--- config.mk ---
export PLATFORM = sky130hd
export DESIGN_NAME = pulse_meter
export DESIGN_NICKNAME = d
export VERILOG_FILES = /design/src/rtl/pulse_meter.sv
export SDC_FILE = /design/constraint.sdc
export NUM_CORES = 1
export LEC_CHECK = 0
export BUFFER_PORTS_ARGS = -buffer_cell sky130_fd_sc_hd__clkbuf_2
export CAP_MARGIN = 5
export CORE_ASPECT_RATIO = 0.8
export CORE_UTILIZATION = 40
export CTS_CLUSTER_DIAMETER = 60
export DETAILED_ROUTE_END_ITERATION = 8
export PLACE_DENSITY_LB_ADDON = 0.05
export SETUP_SLACK_MARGIN = 0.02
export SYNTH_ARGS = -nofsm -noshare
export SYNTH_HDL_FRONTEND = slang
export SYNTH_SLANG_ARGS = --single-unit
--- constraint.sdc ---
create_clock -name clk -period 2.5 [get_ports clk]
set_input_delay 0.5 -clock clk [delete_from_list [all_inputs] [get_ports clk]]
set_output_delay 0.5 -clock clk [all_outputs]
set_load 0.03 [all_outputs]
--- src/rtl/pulse_meter.sv ---
// pulse_meter: measures busy_in pulse widths in clock cycles, with saturation,
// abort and optional automatic re-arming.
module pulse_meter #(
    parameter int WIDTH      = 16,
    parameter bit AUTO_REARM = 1'b0
) (
    input  logic             clk,
    input  logic             reset,
    input  logic             arm,
    input  logic             abort,
    input  logic             busy_in,
    output logic             measuring,
    output logic             valid,
    output logic [WIDTH-1:0] width,
    output logic             overflow
);
    typedef enum logic [1:0] {IDLE, WAIT, MEASURE} state_t;
    state_t           state;
    logic [WIDTH-1:0] count;
    logic             sticky;
    logic             busy_prev;
    always_comb measuring = (state == WAIT) || (state == MEASURE);
    // busy_prev resets high so a pulse already present at reset release is not a rising edge
    always_ff @(posedge clk) begin
        if (!reset) begin
            state     <= IDLE;
            count     <= '0;
            sticky    <= 1'b0;
            busy_prev <= 1'b1;
            valid     <= 1'b0;
            width     <= '0;
            overflow  <= 1'b0;
        end else begin
            busy_prev <= busy_in;
            valid     <= 1'b0;
            if (abort)
                state <= IDLE;
            else
                case (state)
                    IDLE:    if (arm) state <= WAIT;
                    WAIT:    if (busy_in && !busy_prev) begin
                                 state  <= MEASURE;
                                 count  <= {{(WIDTH-1){1'b0}}, 1'b1};
                                 sticky <= 1'b0;
                             end
                    MEASURE: if (busy_in) begin
                                 if (&count) sticky <= 1'b1;
                                 else count <= count + 1'b1;
                             end else begin
                                 valid    <= 1'b1;
                                 width    <= count;
                                 overflow <= sticky;
                                 state    <= AUTO_REARM ? WAIT : IDLE;
                             end
                    default: state <= IDLE;
                endcase
        end
    end
endmodule

==> impl_metrics.csv <==
group,metric,value,unit
placed_design,io_buffers,23,
logic_synthesis,synthTopCellsByArea,"dfxtp_1 (41%), nand2_1 (9.0%), a21oi_1 (5.9%)",
sta,drv_slew,0,
floorplanning,ioPinCount,24,
floorplanning,dieArea,4950,um^2
setup_path,endpoint_kind,"flop",
setup_path,cp_data_required_time,2.68,ns
floorplanning,fp.dieW,78.4,um
placed_design,place_inst,290,
sta,finClkSkew,0.00661,ns
detailed_routing,ant_nets,0,
sta,slew_headroom,0.564,
job,drv_cap,0,
logic_synthesis,synth-async-reset-ratio,0,
clock_tree,cts_tree,"done",
clock_tree,insertion_delay,0.28,ns
setup_path,critical_path_buf_inv_count,1,
setup_path,worstSetupPathType,"flop to flop",
setup_path,cp-start-kind,"flop",
finish,area_growth,11.5,%
sta,fin_tns_setup,0,ns
finish,insertedDiodeCount,0,
setup_path,slowest_delay,0.47,ns
grt,grt_antenna_before_repair,0,
sta,setup_viol,0,
detailed_routing,wl_per_cell,14.7,um
power,total_leakage_power,0.806,nW
setup_path,timing.rr.start,"state[1]",
grt,grt_pass1_wl,7850,um
sta,finalWorstSetupSlack,0.275,ns
logic_synthesis,synth-edff-count,0,
hold_path,hp-start,"abort",
detailed_routing,drt_first_pass_iters,4,
floorplanning,core,4340,um^2
clock_tree,cts_root_buf,"clkbuf_8",
finish,stdcell_count,298,
hold_path,min_path_type,"primary input to flop",
finish,drive_gt1_frac,0.170,
status,status,"complete, no violations",
clock_tree,clock_path_buffers,2,
sta,final-hold-violation-count,0,
grt,grt_pass1_vias,1671,
clock_tree,cts.htree.levels,2,
setup_path,cpMaxStageDelayCell,"or3_1",
logic_synthesis,yosysWarnings,0,
detailed_routing,drtIter0Drc,88,
grt,grt_overflow_total,0,
grt,grt_max_degree,23,
clock_tree,hold_buffers,0,
clock_tree,cts_resized,0,
logic_synthesis,seq_area_frac_synth,0.407,
clock_tree,numCtsBuffers,5,
logic_synthesis,synth_top_cell_by_area,"dfxtp_1",
finish,fin_nets,250,
logic_synthesis,synth-seq-cells,38,
finish,layout_commonest_cell,"nand2_1",
detailed_routing,viasPerCell,5.72,
floorplanning,die_h,63.1,um
floorplanning,rows,21,
detailed_routing,vias,1706,
logic_synthesis,synth_top_area_frac,0.407,
floorplanning,initial_utilization,0.431,
sta,worstMarginPinSlew,0.653,ns
detailed_routing,drc,0,
logic_synthesis,ys_types,52,
logic_synthesis,synth.avg_cell_area,8.57,um^2
setup_path,cp_cell_sequence,"inv_1 > ha_1 > and2_1 > or3_1 > o21a_1 > a221o_1",
placed_design,post-dp-hpwl,3080,um
finish,layout_common_cells,"nand2_1 (45), dfxtp_1 (38), clkbuf_2 (23)",
logic_synthesis,synth_ff_type,"dfxtp_1",
grt,track_usage,0.201,
detailed_routing,drt-total-wl,4370,um
setup_path,critical_path_arrival,2.40,ns
clock_tree,post_cts_buffers,0,
setup_path,critPathLaunch,"state[1]",
placed_design,place.gp.congestion,0.854,
sta,max_freq,449,MHz
sta,min_period,2.23,ns
placed_design,pre_cts_ws,0.282,ns
sta,rsz0062_at_grt,"false",
setup_path,rrSetupSlack,0.27,ns
logic_synthesis,synthesis.nets,228,
power,ir_drop,0.297,mV
logic_synthesis,synth_cells,218,
setup_path,cp_max_fo,11,
setup_path,critical_path.top_delay_family,"compound AO/OA/AOI/OAI gates",
clock_tree,path_clk_slew,0.08,ns
power,pwr_density_cell,527,nW/um^2
clock_tree,cts_num_sinks,38,
sta,period_share,0.890,
logic_synthesis,syn_area,1870,um^2
[path summary, 6_finish.rpt]
kind	endpoint	cells past startpoint
max reg2reg	count[11]	6
max	count[11]	6
min	state[1]	2
min reg2reg	width[15]	2
[cells by family after synthesis]
logic type,count (synthesis),synth area share
adders and majority gates,5,0.0335
and+or+nand+nor,94,0.269
muxes,1,0.00536
DFF,38,0.407
AOI/OAI and AO/OA,57,0.208
buffers and inverters,22,0.0717
xor gates and xnor gates,1,0.00469
[synth_stat cells, drive strengths merged, types with 5 or more instances]
master  number
ha           5
dfxtp       38
nor2         8
a21oi       22
o22a         6
nand4        6
nor4         6
inv          9
nor3         5
buf          6
clkbuf       7
nand2       45
[layer usage]
| layer | up-vias | routed length (um) | track usage |
|---|---|---|---|
| li1 | 843 | - | - |
| met1 | 813 | 2230 | 0.278 |
| met2 | 43 | 1870 | 0.305 |
| met5 | - | 0 | 0 |
| met4 | 0 | 39 | 0.0694 |
| met3 | 7 | 227 | 0.0478 |
[flip-flops by register name, indices dropped and copies added (netlist names)]
register,count
busy_prev,1
count,16
overflow,1
state,2
sticky,1
valid,1
width,16
[power by group]
part	leakage [nW]	internal (mW)	switching [mW]	total (mW)
sequential	0.306	0.607	0.00229	0.609
clock	0.0482	0.223	0.215	0.438
combinational	0.451	0.0168	0.0337	0.0505
total	0.806	0.847	0.251	1.10
[stage by stage]
step / instance area (um^2) / power (mW) / util / hold slack, ns
2_1_floorplan: 1870 / 0.659 / - / 0.432
3_3_place_gp: 1990 / 0.671 / 0.459 / 0.442
3_5_place_dp: 1990 / 0.674 / 0.459 / 0.447
4_1_cts: 2080 / 1.11 / 0.481 / 0.437
5_1_grt: 2080 / 1.14 / 0.481 / 0.453
6_report: 2080 / 1.10 / 0.481 / 0.440
[final cells by class]
type	count	area [um^2]
repair buffers	28	153
well taps	57	71.3
multi-input cells	158	973
clock inverters	1	5.00
fillers	448	2250
flip-flops and latches	38	761
inverters	9	33.8
clock buffers	7	86.3
Power figures use the tool's default switching activity.
